==> src/rtl/ram_port_arbiter_pkg.sv <==
// ---------------------------------------------------------------------------
// ram_port_arbiter_pkg
// Shared definitions for the RAM port arbiter and its round-robin picker:
//   - arb_state_t : arbiter FSM encoding (free arbitration / locked burst)
//   - clog2()     : elaboration-time width helper for index and counter widths
// ---------------------------------------------------------------------------
package ram_port_arbiter_pkg;

   typedef enum logic {
      ST_ARB    = 1'b0,
      ST_LOCKED = 1'b1
   } arb_state_t;

   // Smallest r with 2**r >= value; returns at least 1 so a vector is never
   // declared zero bits wide.
   function automatic int clog2(input int value);
      int r;
      r = 1;
      while ((1 << r) < value) begin
         r++;
      end
      return r;
   endfunction

endpackage

==> src/rtl/ram_port_arbiter_rr_priority_pick.sv <==
// ---------------------------------------------------------------------------
// rr_priority_pick
// Round-robin priority picker. Searches the request vector starting at i_ptr
// and wrapping modulo NUM_REQ; the first set bit wins.
// Ports:
//   i_req    in  NUM_REQ  request vector
//   i_ptr    in  IDX_W    search start position (highest priority)
//   o_grant  out NUM_REQ  one-hot grant (all zero when no request)
//   o_idx    out IDX_W    index of the winner (0 when no request)
//   o_any    out 1        at least one request present
// ---------------------------------------------------------------------------
module rr_priority_pick
   import ram_port_arbiter_pkg::*;
#(
   parameter int NUM_REQ = 4,
   localparam int IDX_W  = clog2(NUM_REQ)
) (
   input  logic [NUM_REQ-1:0] i_req,
   input  logic [IDX_W-1:0]   i_ptr,
   output logic [NUM_REQ-1:0] o_grant,
   output logic [IDX_W-1:0]   o_idx,
   output logic               o_any
);

   // w_cand_idx[k] is the requester examined at priority rank k.
   logic [IDX_W-1:0] w_cand_idx [NUM_REQ];

   genvar gi;
   generate
      for (gi = 0; gi < NUM_REQ; gi++) begin : g_cand
         // Explicit wrap instead of '%' so non-power-of-two NUM_REQ works.
         assign w_cand_idx[gi] = ((int'(i_ptr) + gi) >= NUM_REQ)
                               ? IDX_W'(int'(i_ptr) + gi - NUM_REQ)
                               : IDX_W'(int'(i_ptr) + gi);
      end
   endgenerate

   always_comb begin
      o_any   = 1'b0;
      o_idx   = '0;
      o_grant = '0;
      for (int k = 0; k < NUM_REQ; k++) begin
         if (!o_any && i_req[w_cand_idx[k]]) begin
            o_any = 1'b1;
            o_idx = w_cand_idx[k];
         end
      end
      if (o_any) begin
         o_grant[o_idx] = 1'b1;
      end
   end

endmodule

==> src/rtl/ram_port_arbiter.sv <==
// ---------------------------------------------------------------------------
// ram_port_arbiter
// Shares one single-port RAM (async read, sync write) between NUM_REQ
// requesters. Round-robin arbitration with zero-cycle grant, one access per
// cycle, optional bounded lock (burst) of up to MAX_HOLD consecutive grants.
// Read data is registered and returned one cycle after the read grant.
// Ports:
//   i_clock        in  1                    rising-edge clock
//   i_reset_n      in  1                    async active-low reset
//   i_req_valid    in  NUM_REQ              request pending per requester
//   i_req_we       in  NUM_REQ              1=write, 0=read
//   i_req_lock     in  NUM_REQ              keep grant on following cycles
//   i_req_addr     in  NUM_REQ*ADDR_SPACE   requester i at [i*ADDR_SPACE +: ADDR_SPACE]
//   i_req_wdata    in  NUM_REQ*DATA_WIDTH   requester i at [i*DATA_WIDTH +: DATA_WIDTH]
//   o_req_ready    out NUM_REQ              one-hot grant, access completes this cycle
//   o_rsp_valid    out NUM_REQ              one-hot read data valid
//   o_rsp_data     out DATA_WIDTH           registered read data
//   o_ram_address  out ADDR_SPACE           RAM address
//   o_ram_data     out DATA_WIDTH+1         RAM write data, MSB tied to 0
//   o_ram_wren     out 1                    RAM write enable
//   i_ram_q        in  DATA_WIDTH           RAM combinational read data
// ---------------------------------------------------------------------------
module ram_port_arbiter
   import ram_port_arbiter_pkg::*;
#(
   parameter int DATA_WIDTH = 16,
   parameter int ADDR_SPACE = 16,
   parameter int NUM_REQ    = 4,
   parameter int MAX_HOLD   = 8
) (
   input  logic                         i_clock,
   input  logic                         i_reset_n,
   input  logic [NUM_REQ-1:0]           i_req_valid,
   input  logic [NUM_REQ-1:0]           i_req_we,
   input  logic [NUM_REQ-1:0]           i_req_lock,
   input  logic [NUM_REQ*ADDR_SPACE-1:0] i_req_addr,
   input  logic [NUM_REQ*DATA_WIDTH-1:0] i_req_wdata,
   output logic [NUM_REQ-1:0]           o_req_ready,
   output logic [NUM_REQ-1:0]           o_rsp_valid,
   output logic [DATA_WIDTH-1:0]        o_rsp_data,
   output logic [ADDR_SPACE-1:0]        o_ram_address,
   output logic [DATA_WIDTH:0]          o_ram_data,
   output logic                         o_ram_wren,
   input  logic [DATA_WIDTH-1:0]        i_ram_q
);

   localparam int IDX_W  = clog2(NUM_REQ);
   localparam int HOLD_W = clog2(MAX_HOLD + 1);

   arb_state_t          r_state;
   logic [IDX_W-1:0]    r_rr_ptr;
   logic [IDX_W-1:0]    r_owner;
   logic [HOLD_W-1:0]   r_hold_cnt;
   logic [NUM_REQ-1:0]  r_rsp_valid;
   logic [DATA_WIDTH-1:0] r_rsp_data;

   logic [NUM_REQ-1:0]  w_pick_grant;
   logic [IDX_W-1:0]    w_pick_idx;
   logic                w_pick_any;
   logic [NUM_REQ-1:0]  w_ready;
   logic [IDX_W-1:0]    w_gnt_idx;
   logic                w_gnt_valid;
   logic                w_sel_we;
   logic [IDX_W-1:0]    w_rr_next;

   rr_priority_pick #(
      .NUM_REQ (NUM_REQ)
   ) u_pick (
      .i_req   (i_req_valid),
      .i_ptr   (r_rr_ptr),
      .o_grant (w_pick_grant),
      .o_idx   (w_pick_idx),
      .o_any   (w_pick_any)
   );

   // Grant decision. w_gnt_idx also steers the RAM mux when nothing is
   // granted, so it defaults to the round-robin pointer.
   always_comb begin
      w_ready   = '0;
      w_gnt_idx = r_rr_ptr;
      if (r_state == ST_ARB) begin
         if (w_pick_any) begin
            w_ready   = w_pick_grant;
            w_gnt_idx = w_pick_idx;
         end
      end else if (i_req_valid[r_owner]) begin
         w_ready[r_owner] = 1'b1;
         w_gnt_idx        = r_owner;
      end
      // No access may complete while reset is held, even mid-cycle.
      if (!i_reset_n) begin
         w_ready = '0;
      end
   end

   assign w_gnt_valid = |w_ready;
   assign w_sel_we    = i_req_we[w_gnt_idx];
   assign w_rr_next   = (w_gnt_idx == IDX_W'(NUM_REQ - 1)) ? '0 : w_gnt_idx + 1'b1;

   assign o_req_ready   = w_ready;
   assign o_ram_address = i_req_addr[w_gnt_idx*ADDR_SPACE +: ADDR_SPACE];
   assign o_ram_data    = {1'b0, i_req_wdata[w_gnt_idx*DATA_WIDTH +: DATA_WIDTH]};
   assign o_ram_wren    = w_gnt_valid & w_sel_we;
   assign o_rsp_valid   = r_rsp_valid;
   assign o_rsp_data    = r_rsp_data;

   always_ff @(posedge i_clock or negedge i_reset_n) begin
      if (!i_reset_n) begin
         r_state     <= ST_ARB;
         r_rr_ptr    <= '0;
         r_owner     <= '0;
         r_hold_cnt  <= '0;
         r_rsp_valid <= '0;
         r_rsp_data  <= '0;
      end else begin
         // Response pulse lasts exactly one cycle; data holds otherwise.
         r_rsp_valid <= '0;
         if (w_gnt_valid && !w_sel_we) begin
            r_rsp_valid <= w_ready;
            r_rsp_data  <= i_ram_q;
         end

         case (r_state)
            ST_ARB: begin
               if (w_gnt_valid) begin
                  r_rr_ptr <= w_rr_next;
                  if (i_req_lock[w_gnt_idx] && (MAX_HOLD > 1)) begin
                     r_state    <= ST_LOCKED;
                     r_owner    <= w_gnt_idx;
                     r_hold_cnt <= HOLD_W'(1);
                  end
               end
            end
            ST_LOCKED: begin
               // r_rr_ptr already points past the owner, so whoever is next
               // in line wins as soon as the lock ends. An idle owner
               // releases the lock without a grant this cycle.
               if (w_gnt_valid && i_req_lock[r_owner] &&
                   (r_hold_cnt != HOLD_W'(MAX_HOLD - 1))) begin
                  r_hold_cnt <= r_hold_cnt + 1'b1;
               end else begin
                  r_state    <= ST_ARB;
                  r_hold_cnt <= '0;
               end
            end
            default: begin
               r_state <= ST_ARB;
            end
         endcase
      end
   end

endmodule
==> config.mk <==
export PLATFORM = sky130hd
export DESIGN_NAME = ram_port_arbiter
export DESIGN_NICKNAME = d
export VERILOG_FILES = /design/src/rtl/ram_port_arbiter_pkg.sv /design/src/rtl/ram_port_arbiter_rr_priority_pick.sv /design/src/rtl/ram_port_arbiter.sv
export SDC_FILE = /design/constraint.sdc
export NUM_CORES = 1
export LEC_CHECK = 0
export ABC_CLOCK_PERIOD_IN_PS = 6500
export CORE_MARGIN = 1
export CORE_UTILIZATION = 37
export CTS_CLUSTER_DIAMETER = 120
export CTS_CLUSTER_SIZE = 24
export DETAILED_ROUTE_END_ITERATION = 8
export HOLD_SLACK_MARGIN = 0.06
export PLACE_DENSITY = 0.95
export RECOVER_POWER = 100
export REMOVE_ABC_BUFFERS = 1
export SLEW_MARGIN = 25
export SYNTH_ARGS = -nofsm -noshare
export SYNTH_HDL_FRONTEND = slang
export SYNTH_SLANG_ARGS = --single-unit
==> constraint.sdc <==
create_clock -name i_clock -period 6.5 [get_ports i_clock]
set_clock_uncertainty 0.2 [all_clocks]
set_input_delay 0.65 -clock i_clock [delete_from_list [all_inputs] [get_ports i_clock]]
set_output_delay 0.65 -clock i_clock [all_outputs]
set_load 0.01 [all_outputs]
==> metrics.log <==
[metrics] Max-Slew Margin vs Limit: -15.2%
[metrics] violations in the final reports: capacitance limit, slew limit
[metrics] Initial Utilization: 39.3%
[metrics] count of different cell masters after synthesis: 50
[metrics] I/O pin count: 216
[metrics] setup bufs post-CTS: 0
[metrics] TritonRoute pass-1 iters: 6
[metrics] final sum of negative setup slack: 0 ps
[metrics] post-synthesis sequential area ratio: 26.6%
[metrics] arithmetic-cell share of the synthesized area counting full adders, half adders and majority gates: 0.459%
[metrics] cts bufs inserted: 5
[metrics] top library cells by usage in the layout, fill and taps aside: sky130_fd_sc_hd__clkdlybuf4s50_1 (164), sky130_fd_sc_hd__nand2_1 (78), sky130_fd_sc_hd__dlygate4sd3_1 (50), sky130_fd_sc_hd__a211oi_1 (35), sky130_fd_sc_hd__a31oi_1 (34)
[metrics] TritonCTS clock tree: yes
[metrics] hold violation total from the final report: 0
[metrics] count of max-cap constraint violations: 1
[metrics] most common cell after layout, fill and taps aside: sky130_fd_sc_hd__clkdlybuf4s50_1
[metrics] mux contribution to synthesized area: 12.3%
[metrics] first-pass GRT wire length: 17000 um
[metrics] crit path kind: in -> out
[metrics] setup repair after global routing missed its margin: false
[metrics] EDFF count, synth: 0
[metrics] Leakage Power: 1.95 nW
[metrics] standard cell core area: 6940 um^2
[metrics] number of cells in the finished layout apart from fillers: 640
[metrics] post-synthesis to final-layout area growth: 80.0%
[metrics] power density of the placed cells: 411 nW/um^2
[metrics] post-synthesis register bit count: 29
[metrics] Yosys warning count: 0
[metrics] initial antenna violation count: 0
[metrics] flip-flop cell with the highest count after synthesis: sky130_fd_sc_hd__dfrtp_1
[metrics] Slowest-stage cell, CP: sky130_fd_sc_hd__nand2b_1
[metrics] maximum level of the CTS H-tree: 2
[metrics] post-detailed-routing wire length: 10800 um
[metrics] final period demand of the worst path: 5670 ps
[metrics] routed len/inst: 16.9 um
[metrics] Vias per Instance: 5.47
[metrics] Synth Area in XOR/XNOR: 0.642%
[metrics] Die X-Extent: 87.9 um
[metrics] FMAX: 176 MHz
[metrics] I/O Buffers: 214
[metrics] status: finished, violations left
[metrics] Initial DRC Count: 187
[metrics] type of origin of the critical path: input pin
[metrics] die area: 7720 um^2
[metrics] path category of the worst min-delay check: reg -> reg
[metrics] largest net degree at the start of global routing: 62
[metrics] ys async rst share: 100%
[metrics] layout cell share with drive strength beyond 1: 4.78%
[metrics] filler cell count: 511
[metrics] root buffer selected by CTS: sky130_fd_sc_hd__clkbuf_8
[metrics] maximum clock insertion buffer count: 2
[metrics] cell total after placement: 632
[metrics] vertical die dimension: 87.9 um
[metrics] critical path peak fanout: 35
[metrics] hold buffer count at cts: 0
[metrics] DR DRC count: 0
[metrics] fin nets: 702
[metrics] number of endpoints failing setup at the final stage: 0
[metrics] number of clock sinks: 29
[metrics] Inserted Diodes: 0
[metrics] routability cong.: 1.03
[metrics] simple-gate area share of the yosys netlist: 26.5%
[metrics] Routed Antenna Nets: 0
[metrics] worst path bufs/invs: 3
[metrics] dominant combinational cell family by area after synthesis: compound AO/OA/AOI/OAI gates
[metrics] Clock Latency Late Sink: 280 ps
[metrics] Syn Inst Count: 346
[metrics] clock-pin transition on the worst setup and hold timing paths: 60 ps
[metrics] WP data required: 5650 ps
[metrics] vias in the first global route: 3553
[metrics] crit-path leading delay family: buffers and inverters
[metrics] Worst setup EP type: primary output
[metrics] maximum vdd ir drop: 210 uV
[metrics] summed instance area of the synthesized netlist: 2730 um^2
[metrics] FP Rows: 30
[metrics] mean instance size in the synthesized netlist: 7.89 um^2
[metrics] series of cell instances along the critical path: clkdlybuf4s50_1 > nor4_1 > nor2_1 > a2111oi_2 > nand2b_1 > buf_4 > a211oi_1 > a31oi_1 > dlygate4sd3_1
[metrics] placed wire-length estimate: 8320 um
[metrics] Pins Over Slew Limit: 34
[metrics] GRT Resource Usage Total: 28.3%
[metrics] CP peak stage delay: 1080 ps
[metrics] worst endpoint data arrival time: 4820 ps
[metrics] worst slew pin tran: 1730 ps
[metrics] Period Utilization, post-route: 87.2%
[metrics] number of gates resized after cts: 0
[metrics] share of the synthesized area in compound gates (AO/OA/AOI/OAI): 27.2%
[metrics] overall via count from detail_route: 3502
[metrics] final global-route overflow total: 0
## metal layers
layer / track usage (%) / part of all wire (%) / vias to the layer above
met1: 30.6 / 37 / 1616
met5: 0 / 0 / -
met3: 7.63 / 8.5 / 42
met4: 12.5 / 3.4 / 0
met2: 51.4 / 51 / 199
li1: - / - / 1645
## metrics by stage
stage	instance area [um^2]	hold slack (ps)	worst slack [ps]	utilization (%)	power [W]
2_1_floorplan	2580	154	1990	-	0.00121
3_3_place_gp	4880	288	1460	70.3	0.00193
3_5_place_dp	4880	292	1390	70.3	0.00200
4_1_cts	4960	312	1360	71.5	0.00215
5_1_grt	4910	289	486	70.7	0.00218
6_report	4910	280	833	70.7	0.00202
## synth_stat cells (2+ instances only)
cell type	count	area, um^2
sky130_fd_sc_hd__clkbuf_1	13	48.8
sky130_fd_sc_hd__and2_1	19	119
sky130_fd_sc_hd__o21ai_0	6	30.0
sky130_fd_sc_hd__dfrtp_1	29	726
sky130_fd_sc_hd__a31oi_1	34	213
sky130_fd_sc_hd__nand2b_1	6	37.5
sky130_fd_sc_hd__and2_0	14	87.6
sky130_fd_sc_hd__buf_2	10	50.1
sky130_fd_sc_hd__a21o_1	2	15.0
sky130_fd_sc_hd__inv_1	5	18.8
sky130_fd_sc_hd__a2111o_1	2	22.5
sky130_fd_sc_hd__mux2i_1	7	70.1
sky130_fd_sc_hd__and3_1	3	18.8
sky130_fd_sc_hd__or2_2	2	12.5
sky130_fd_sc_hd__a21oi_1	11	55.1
sky130_fd_sc_hd__o2bb2ai_1	2	17.5
sky130_fd_sc_hd__a21boi_0	4	30.0
sky130_fd_sc_hd__buf_4	2	15.0
sky130_fd_sc_hd__nand3_1	3	15.0
sky130_fd_sc_hd__xnor2_1	2	17.5
sky130_fd_sc_hd__mux2_2	7	78.8
sky130_fd_sc_hd__a211oi_1	35	263
sky130_fd_sc_hd__nor2_1	14	52.6
sky130_fd_sc_hd__mux2_4	11	165
sky130_fd_sc_hd__nand2_1	78	293
## registers in the layout, indices dropped and copies added, names as in the netlist
register     count
o_rsp_valid      4
r_hold_cnt       4
r_state          1
o_rsp_data      16
r_rr_ptr         2
r_owner          2
## power by group
group          total [W]  switching (W)  internal [W]
clock           0.000142      0.0000679     0.0000740
combinational    0.00155       0.000793      0.000756
sequential      0.000329      0.0000694      0.000260
total            0.00202       0.000930       0.00109
## logic make-up (layout without fill, tap and decap cells)
group	after synthesis	after routing
adder cells (fa/ha/maj)	1	1
buffers and inverters	33	231
XOR/XNOR	2	2
flip-flops	29	29
AO/OA/AOI/OAI	104	104
multiplexers	26	26
AND/OR/NAND/NOR	150	150
other	1	1
## layout make-up
cell class	instances	area (um^2)	area share (%)
Sequential cell	29	726	14.8
Clock buffer	6	72.6	1.48
Tap cell	96	120	2.45
Inverter	5	18.8	0.382
Multi-Input combinational cell	284	1800	36.6
Clock inverter	2	10.0	0.204
Timing Repair Buffer	218	2170	44.2
## path summary, 6_finish.rpt
path	startpoint	end	slack [ps]	depth (start not counted)
min reg2reg	o_rsp_data[15]	o_rsp_data[15]	280	1
max	i_req_valid[1]	o_ram_address[1]	830	9
max in group asynchronous	i_reset_n	r_rr_ptr[0]	3940	2
max reg2reg	r_state	o_rsp_data[5]	2390	7
min	o_rsp_data[15]	o_rsp_data[15]	280	1
min in group asynchronous	i_reset_n	o_rsp_data[8]	1160	2
Note: power is estimated with default switching activity, not from simulation.
